## src/rtl/bp_be_issue_queue_pkg.sv

```systemverilog
// Shared types, configuration lookups and width helpers for the BE issue queue.
package bp_be_issue_queue_pkg;

    // Processor configurations known to the issue queue.
    typedef enum logic [1:0] {
        e_bp_inv_cfg,
        e_bp_default_cfg
    } bp_params_e;

    // Enables the run-time sanity check on stray commits.
    localparam bit issue_queue_assert_en_lp = 1'b1;

    // Virtual address width supplied by a configuration.
    function automatic int vaddr_width(bp_params_e cfg);
        case (cfg)
            e_bp_default_cfg: return 39;
            default:          return 39;
        endcase
    endfunction

    // Branch metadata forwarded alongside each packet.
    function automatic int branch_metadata_fwd_width(bp_params_e cfg);
        case (cfg)
            e_bp_default_cfg: return 36;
            default:          return 36;
        endcase
    endfunction

    // Issue packet payload: pc, 32-bit instruction and branch metadata.
    function automatic int issue_pkt_width(int vaddr_w, int bmeta_w);
        return vaddr_w + 32 + bmeta_w;
    endfunction

    // Pointer width: index bits plus one wrap bit.
    function automatic int issue_queue_ptr_width(int depth);
        return $clog2(depth) + 1;
    endfunction

endpackage

```

## src/rtl/bp_be_issue_queue_ptr_ctrl.sv

```systemverilog
// Write/read/commit pointer control: full/empty/count and ready/valid handshakes.
module bp_be_issue_queue_ptr_ctrl
    import bp_be_issue_queue_pkg::*;
#(
    parameter int issue_depth_p = 4,
    localparam int idx_width_lp = $clog2(issue_depth_p),
    localparam int ptr_width_lp = issue_queue_ptr_width(issue_depth_p)
) (
    input  logic                    clk_i,
    input  logic                    reset_n_i,
    input  logic                    v_i,
    input  logic                    yumi_i,
    input  logic                    cmt_i,
    input  logic                    roll_i,
    input  logic                    clr_i,
    output logic                    ready_o,
    output logic                    v_o,
    output logic                    empty_o,
    output logic [ptr_width_lp-1:0] issued_cnt_o,
    output logic                    we_o,
    output logic [idx_width_lp-1:0] waddr_o,
    output logic [idx_width_lp-1:0] raddr_o
);

    typedef logic [ptr_width_lp-1:0] ptr_t;

    localparam ptr_t depth_lp = ptr_t'(issue_depth_p);

    ptr_t wptr_r, rptr_r, cptr_r;
    ptr_t wptr_n, rptr_n, cptr_n;
    logic full, cmt_ok;

    // Handshakes and status derived from the registered pointers.
    always_comb begin
        full         = ((wptr_r - cptr_r) == depth_lp);
        cmt_ok       = cmt_i & (rptr_r != cptr_r);
        ready_o      = ~full & ~clr_i & ~roll_i;
        v_o          = (rptr_r != wptr_r) & ~clr_i & ~roll_i;
        empty_o      = (wptr_r == cptr_r);
        issued_cnt_o = rptr_r - cptr_r;
        we_o         = v_i & ready_o;
        waddr_o      = wptr_r[idx_width_lp-1:0];
        raddr_o      = rptr_r[idx_width_lp-1:0];
    end

    // Next pointers: commit first, then roll/issue, then clear/enqueue.
    always_comb begin
        // NOTE: every output of this block is assigned on every path so no latch is inferred.
        cptr_n = cptr_r + ptr_t'(cmt_ok);
        rptr_n = rptr_r;
        wptr_n = wptr_r;
        if (roll_i)
            rptr_n = cptr_n;
        else if (yumi_i & v_o)
            rptr_n = rptr_r + ptr_t'(1);
        if (clr_i & roll_i)
            wptr_n = cptr_n;
        else if (clr_i)
            wptr_n = rptr_n;
        else if (we_o)
            wptr_n = wptr_r + ptr_t'(1);
    end

    // Pointer registers with synchronous active-low reset.
    always_ff @(posedge clk_i) begin
        // NOTE: state is updated with <= so every register samples pre-edge values.
        if (!reset_n_i) begin
            wptr_r <= '0;
            rptr_r <= '0;
            cptr_r <= '0;
        end else begin
            wptr_r <= wptr_n;
            rptr_r <= rptr_n;
            cptr_r <= cptr_n;
        end
    end

    // Flag a commit with nothing issued; the pointer logic already ignores it.
    always_ff @(posedge clk_i) begin
        if (issue_queue_assert_en_lp && reset_n_i)
            assert (!(cmt_i && (rptr_r == cptr_r)))
            else $warning("issue queue: commit with no issued entry ignored");
    end

endmodule

```

## src/rtl/bp_be_issue_queue.sv

```systemverilog
// Multi-entry replay buffer between the FE queue handshake and BE dispatch.
module bp_be_issue_queue
    import bp_be_issue_queue_pkg::*;
#(
    parameter bp_params_e bp_params_p = e_bp_inv_cfg,
    parameter int issue_depth_p = 4,
    localparam int vaddr_width_lp = vaddr_width(bp_params_p),
    localparam int bmeta_width_lp = branch_metadata_fwd_width(bp_params_p),
    localparam int pkt_width_lp   = issue_pkt_width(vaddr_width_lp, bmeta_width_lp),
    localparam int ptr_width_lp   = issue_queue_ptr_width(issue_depth_p),
    localparam int idx_width_lp   = $clog2(issue_depth_p)
) (
    input  logic                    clk_i,
    input  logic                    reset_n_i,
    input  logic [pkt_width_lp-1:0] pkt_i,
    input  logic                    v_i,
    output logic                    ready_o,
    output logic [pkt_width_lp-1:0] pkt_o,
    output logic                    v_o,
    input  logic                    yumi_i,
    input  logic                    cmt_i,
    input  logic                    roll_i,
    input  logic                    clr_i,
    output logic                    empty_o,
    output logic [ptr_width_lp-1:0] issued_cnt_o
);

    logic                    we;
    logic [idx_width_lp-1:0] waddr, raddr;

    bp_be_issue_queue_ptr_ctrl #(
        .issue_depth_p(issue_depth_p)
    ) ptr_ctrl (
        .clk_i       (clk_i),
        .reset_n_i   (reset_n_i),
        .v_i         (v_i),
        .yumi_i      (yumi_i),
        .cmt_i       (cmt_i),
        .roll_i      (roll_i),
        .clr_i       (clr_i),
        .ready_o     (ready_o),
        .v_o         (v_o),
        .empty_o     (empty_o),
        .issued_cnt_o(issued_cnt_o),
        .we_o        (we),
        .waddr_o     (waddr),
        .raddr_o     (raddr)
    );

    logic [pkt_width_lp-1:0] mem_r [issue_depth_p];

    // Packet storage: one write port at wptr, combinational read at rptr.
    always_ff @(posedge clk_i) begin
        // NOTE: storage is not reset; v_o qualifies every read so stale contents are never consumed.
        if (we)
            mem_r[waddr] <= pkt_i;
    end

    assign pkt_o = mem_r[raddr];

endmodule

```

## config.mk

```make
export PLATFORM = sky130hd
export DESIGN_NAME = bp_be_issue_queue
export DESIGN_NICKNAME = d
export VERILOG_FILES = /design/src/rtl/bp_be_issue_queue_pkg.sv /design/src/rtl/bp_be_issue_queue_ptr_ctrl.sv /design/src/rtl/bp_be_issue_queue.sv
export SDC_FILE = /design/constraint.sdc
export NUM_CORES = 1
export LEC_CHECK = 0
export BUFFER_PORTS_ARGS = -buffer_cell sky130_fd_sc_hd__buf_2
export CAP_MARGIN = 40
export CELL_PAD_IN_SITES_DETAIL_PLACEMENT = 0
export CELL_PAD_IN_SITES_GLOBAL_PLACEMENT = 1
export CORE_MARGIN = 2
export CORE_UTILIZATION = 45
export DETAILED_ROUTE_END_ITERATION = 6
export PLACE_DENSITY_LB_ADDON = 0.1
export SYNTH_ARGS = -nofsm -noshare
export SYNTH_HDL_FRONTEND = slang
export SYNTH_HIERARCHICAL = 1
export SYNTH_SLANG_ARGS = --single-unit
export TNS_END_PERCENT = 10
```

## constraint.sdc

```tcl
create_clock -name clk_i -period 23.7 [get_ports clk_i]
set_clock_uncertainty 0.1 [all_clocks]
set_input_delay 2.37 -clock clk_i [delete_from_list [all_inputs] [get_ports clk_i]]
set_output_delay 2.37 -clock clk_i [all_outputs]
set_load 0.005 [all_outputs]
```

# --- After elaboration in Yosys (flattened, before gate mapping) ---
# Memory sizes are Yosys's and may differ from the RTL's. A register that Yosys moved wholly into a read port is not among the register bits.
# Cells that the tools add are included.
totals:
  input_bits: 114
  mem_bits_rw: 428
  regBits: 9
  n_memories: 1
memory_table:
  columns: ["memory", "words", "width", "read_ports", "rd_clocked_by_memory_dff", "wr", "line", "rtl"]
  rows:
  - ["mem_r", 4, 107, 1, 1, 1, "bp_be_issue_queue.sv:50", "logic [pkt_width_lp-1:0] mem_r [issue_depth_p];"]
op_classes:
  bitwise: 11
  reduce_logical: 1
  muxes: 8
  addsub: 5
  n_eq_ne: 4
ops:
  columns: ["cell", "count"]
  rows:
  - ["2-to-1 mux 3 bit", 5]
  - ["bitwise AND 1 bit", 8]
  - ["adder 3 x 1 -> 3 bit (second input constant)", 2]
  - ["!= test 3 bit", 2]
  - ["subtractor 3 bit", 2]
  - ["adder 3 x 1 -> 3 bit", 1]
  - ["equality test 3 bit", 1]
  - ["equality test 3 bit (second input constant)", 1]
  - ["inverter 1 bit", 3]
  - ["nonzero test 3 bit", 1]
  - ["2-to-1 mux 1 bit", 2]
  - ["2-to-1 mux 2 bit", 1]

# --- Longest topological paths before layout ---
depth:
  word_depth: 9
  mapped_depth: 9

# --- Hierarchy ---
# Netlist, hierarchy kept.
by_module_without_submodules:
  columns: ["mod", "n_inst", "area_per_inst_um2", "cells_each"]
  rows:
  - ["bp_be_issue_queue", 1, 15451.1, 563]
  - ["bp_be_issue_queue_ptr_ctrl", 1, 758.2, 88]

# --- Worst setup path after synthesis ---
# OpenSTA, ideal clock, no wires.
synth_timing:
  path_type: "input-to-reg"
  start: "input roll_i"
  end: "memory mem_r[0][0] in the netlist's numbering (enable)"
  cell_stages: 3
  setup_ps: 727
  n_path_buf: 0
  arrival_time_ps: 10691
  required_time_ps: 22873
  setup_slack_ps: 12182
  path_cell_list: "and2b_1 -> nor3b_1 -> nor3b_1"
synth_via:
  elab_chain_cells: 5
synth_lines:
  columns: ["element", "line", "rtl"]
  rows:
  - ["start: declaration", "bp_be_issue_queue.sv:22", "input logic roll_i,"]
  - ["inverter 1 bit", "bp_be_issue_queue_ptr_ctrl.sv:37", "ready_o = ~full & ~clr_i & ~roll_i;"]
  - ["bitwise AND 1 bit", "bp_be_issue_queue_ptr_ctrl.sv:37", null]
  - ["bitwise AND 1 bit", "bp_be_issue_queue_ptr_ctrl.sv:41", "we_o = v_i & ready_o;"]
  - ["named net we", "bp_be_issue_queue.sv:28", "logic we;"]
  - ["2-to-1 mux 1 bit", "bp_be_issue_queue.sv:55", "if (we)"]
  - ["2-to-1 mux 1 bit (not written as such)", "bp_be_issue_queue.sv:56", "mem_r[waddr] <= pkt_i;"]
  - ["end: declaration", "bp_be_issue_queue.sv:50", null]
# The timed path passes the listed nets, and every way through them passes these cells.

# --- Final worst setup path ---
layout_timing:
  start: "input roll_i"
  end: "output v_o"
layout_via:
  elab_chain_cells: 2
layout_lines:
  columns: ["element", "line", "rtl"]
  rows:
  - ["inverter 1 bit", "bp_be_issue_queue_ptr_ctrl.sv:38", "v_o = (rptr_r != wptr_r) & ~clr_i & ~roll_i;"]
  - ["bitwise AND 1 bit", "bp_be_issue_queue_ptr_ctrl.sv:38", null]
  - ["end: declaration", "bp_be_issue_queue.sv:19", "output logic v_o,"]
# No other way between the ends.

==> metrics.yaml <==
routed_vias_inst: 5.34
design.core.area_mm2: 0.0355
cts_tree: "yes"
mostFrequentLayoutCell: "sky130_fd_sc_hd__edfxtp_1"
die-width_um: 194
grt_pass1_vias: 8053
largest_net_degree_at_the_start_of_global_routing: 57
cts.hold.buffers_added: 0
postLayoutSetupSlackWorst_ns: 18.28
wire_per_inst_um: 22.6
clock-root-buffer: "sky130_fd_sc_hd__clkbuf_16"
power.static_leakage_nw: 6.45
cts.reportedPaths.clkPinSlew_ns: 0.06
die_area_mm2: 0.0376
buffer_ports.inserted: 226
cpMostUsedCell: "sky130_fd_sc_hd__buf_2"
drtIter0Drc: 457
overflow: 0
holdCritPathClass: "reg2reg"
postCtsResizedCells: 0
timing.critical_path.from_type: "input port"
synth.net_count: 774
grt_antenna_before_repair: 10
start_util_pct: 45.7
clk-insertion-delay-late_ns: 0.53
path_cells: "buf_2 > a311oi_1 > buf_2"
top_level_ports: 227
post-cts-setup-buffer-count: 0
fin_setup_tns_ns: 0
result_of_the_run: "completed"
vias: 7498
rows: 69
post_synth.cell_area_avg_um2: 24.9
timing.final.max_slew_violations: 0
synth_sequential_area_ratio_pct: 80.4
clock_path_buffers: 3
unrepaired_setup_endpoints_after_global_routing: "false"
clock_sinks: 437
cells_after_synthesis: 651
post-route-min-period_ns: 5.42
synth_area_leader_cell: "sky130_fd_sc_hd__edfxtp_1"
yosys_register_bits: 437
design.final.nets: 1032
total_detailed_routing_wirelength_mm: 31.7
fmax_ghz: 0.185
crit_path_end_kind: "output port"
synthTopCellsByArea: "sky130_fd_sc_hd__edfxtp_1 (79%), sky130_fd_sc_hd__mux4_2 (15%), sky130_fd_sc_hd__dfxtp_1 (1.1%)"
worst_ir_drop_vdd_uv: 59.6
crit_required_ns: 21.23
crit_path_max_fanout: 11
syn-cell-area_mm2: 0.0162
timing.max_cap.violations: 0
synthDominantCellAreaShare_pct: 79.3
syn2layout_area_growth_pct: 19.2
cts_inserted_buffers: 44
antenna_left: 0
htree_levels: 2
place.detailed.hpwl_mm: 20.0
final_core_util_pct: 54.5
layout-drive-gt1-share_pct: 44.3
grt_first_pass_wirelength_mm: 47.9
die-height_um: 194
worst_pin_slew_ns: 0.865
slew_headroom_pct: 42.3
drt_pre_antenna_iters: 6
criticalPathCategory: "in2out"
max_stage_delay_ns: 0.25
critical_path.n_buffers_inverters: 2
setup_viol: 0
post-route-drc-count: 0
power-per-cell-area_mw_per_mm2: 92.4
final_min_period_over_clock_period_pct: 22.9
gp_congestion: 0.732
worst_path_max_delay_cell: "sky130_fd_sc_hd__a311oi_1"
cpLargestDelayFamily: "buffers and inverters"
yosysWarningCount: 6
final_hold_viol_count: 0
synthDistinctLibCells: 40
mostFrequentLayoutCells: "sky130_fd_sc_hd__edfxtp_1 (428), sky130_fd_sc_hd__buf_2 (226), sky130_fd_sc_hd__mux4_2 (107), sky130_fd_sc_hd__clkbuf_16 (44), sky130_fd_sc_hd__clkbuf_1 (11)"
placement.setup.worst_slack_ns: 18.28
global_route.usage.total_pct: 16.9
critical_path_arrival_ns: 2.95
-- layout make-up --
| type | instances | area [µm²] |
|---|---|---|
| antenna | 3 | 7.51 |
| timing repair buffer | 242 | 1370 |
| clock inverter | 18 | 148 |
| inverter | 10 | 37.5 |
| clock buffer | 58 | 1180 |
| multi-input combinational | 174 | 2960 |
| fill | 2724 | 16200 |
| sequential | 437 | 13000 |
| tap | 461 | 577 |
-- cell families after synthesis --
kind of cell | after synthesis | synth area share [%]
simple gates | 27 | 1.00
buf+inv | 40 | 1.44
fa+ha+maj | 9 | 0.741
xor+xnor | 9 | 0.486
flops | 437 | 80.4
mux | 109 | 15.0
compound gates | 20 | 0.942
-- routing by layer --
metal  GRT usage (%)  part of all wire [%]  vias to the layer above
met3            5.46                   7.9                       67
met2            28.3                    50                      248
met1            21.4                    39                     3875
li1                -                     -                     3294
met4            4.64                   2.2                       14
met5               0                  0.26                        -
-- final timing paths --
kind / start / cells after the start / slack [ns] / endpoint
hold / removal: ptr_ctrl/wptr_r[2] / 2 / 0.53 / ptr_ctrl/wptr_r[2]
setup / recovery: roll_i / 3 / 18.28 / v_o
hold reg to reg: ptr_ctrl/wptr_r[2] / 2 / 0.53 / ptr_ctrl/wptr_r[2]
setup reg to reg: ptr_ctrl/wptr_r[0] / 10 / 19.74 / mem_r[0][54]
-- state kept, by name, indices dropped and copies added, names as in the netlist --
name,cells
ptr_ctrl/cptr_r,3
ptr_ctrl/wptr_r,3
ptr_ctrl/rptr_r,3
mem_r,428
-- report_power, final --
| part | switching (mW) | leakage (nW) | internal (mW) |
|---|---|---|---|
| Sequential | 0.0196 | 3.94 | 0.872 |
| Combinational | 0.120 | 1.86 | 0.136 |
| Clock | 0.265 | 0.649 | 0.372 |
-- worst register-to-register path, cell delays in order, from the launching register on --
cell                      delay [ns]
sky130_fd_sc_hd__dfxtp_1        0.55
sky130_fd_sc_hd__inv_1          0.09
sky130_fd_sc_hd__ha_1           0.20
sky130_fd_sc_hd__nor2b_1        0.16
sky130_fd_sc_hd__xnor2_1        0.26
sky130_fd_sc_hd__nor2_1         0.14
sky130_fd_sc_hd__nor3b_1        0.42
sky130_fd_sc_hd__nor3b_2        0.24
sky130_fd_sc_hd__buf_4          0.52
sky130_fd_sc_hd__buf_4          0.61
sky130_fd_sc_hd__buf_12         0.30
-- through the flow --
stage | instance area, µm² | std cells | total power [mW] | hold WS, ns
4_1_cts | 19300 | 1400 | 1.81 | 0.501
3_3_place_gp | 17800 | 1316 | 1.16 | 0.452
2_1_floorplan | 16200 | 651 | 1.07 | 0.398
5_1_grt | 19300 | 1401 | 1.86 | 0.572
3_5_place_dp | 18000 | 1324 | 1.17 | 0.452
6_report | 19300 | 1403 | 1.79 | 0.527
-- synthesized netlist by cell type, drive strengths merged --
cell type / instances
and3b: 2
nand2: 5
a32o: 1
and4: 1
nor3b: 2
nor2: 4
mux2i: 2
xor2: 2
inv: 10
and2: 3
nand2b: 1
o211ai: 1
a21oi: 5
o32ai: 1
a31oi: 3
nor2b: 1
nand3: 2
and3: 2
a311oi: 2
xnor2: 7
clkbuf: 9
dfxtp: 9
or3b: 1
buf: 21
o21ai: 2
nor3: 2
fa: 1
o31ai: 1
mux4: 107
o2111ai: 1
and2b: 1
o211a: 2
ha: 8
a211oi: 1
edfxtp: 428
(Power assumes the default switching activity.)
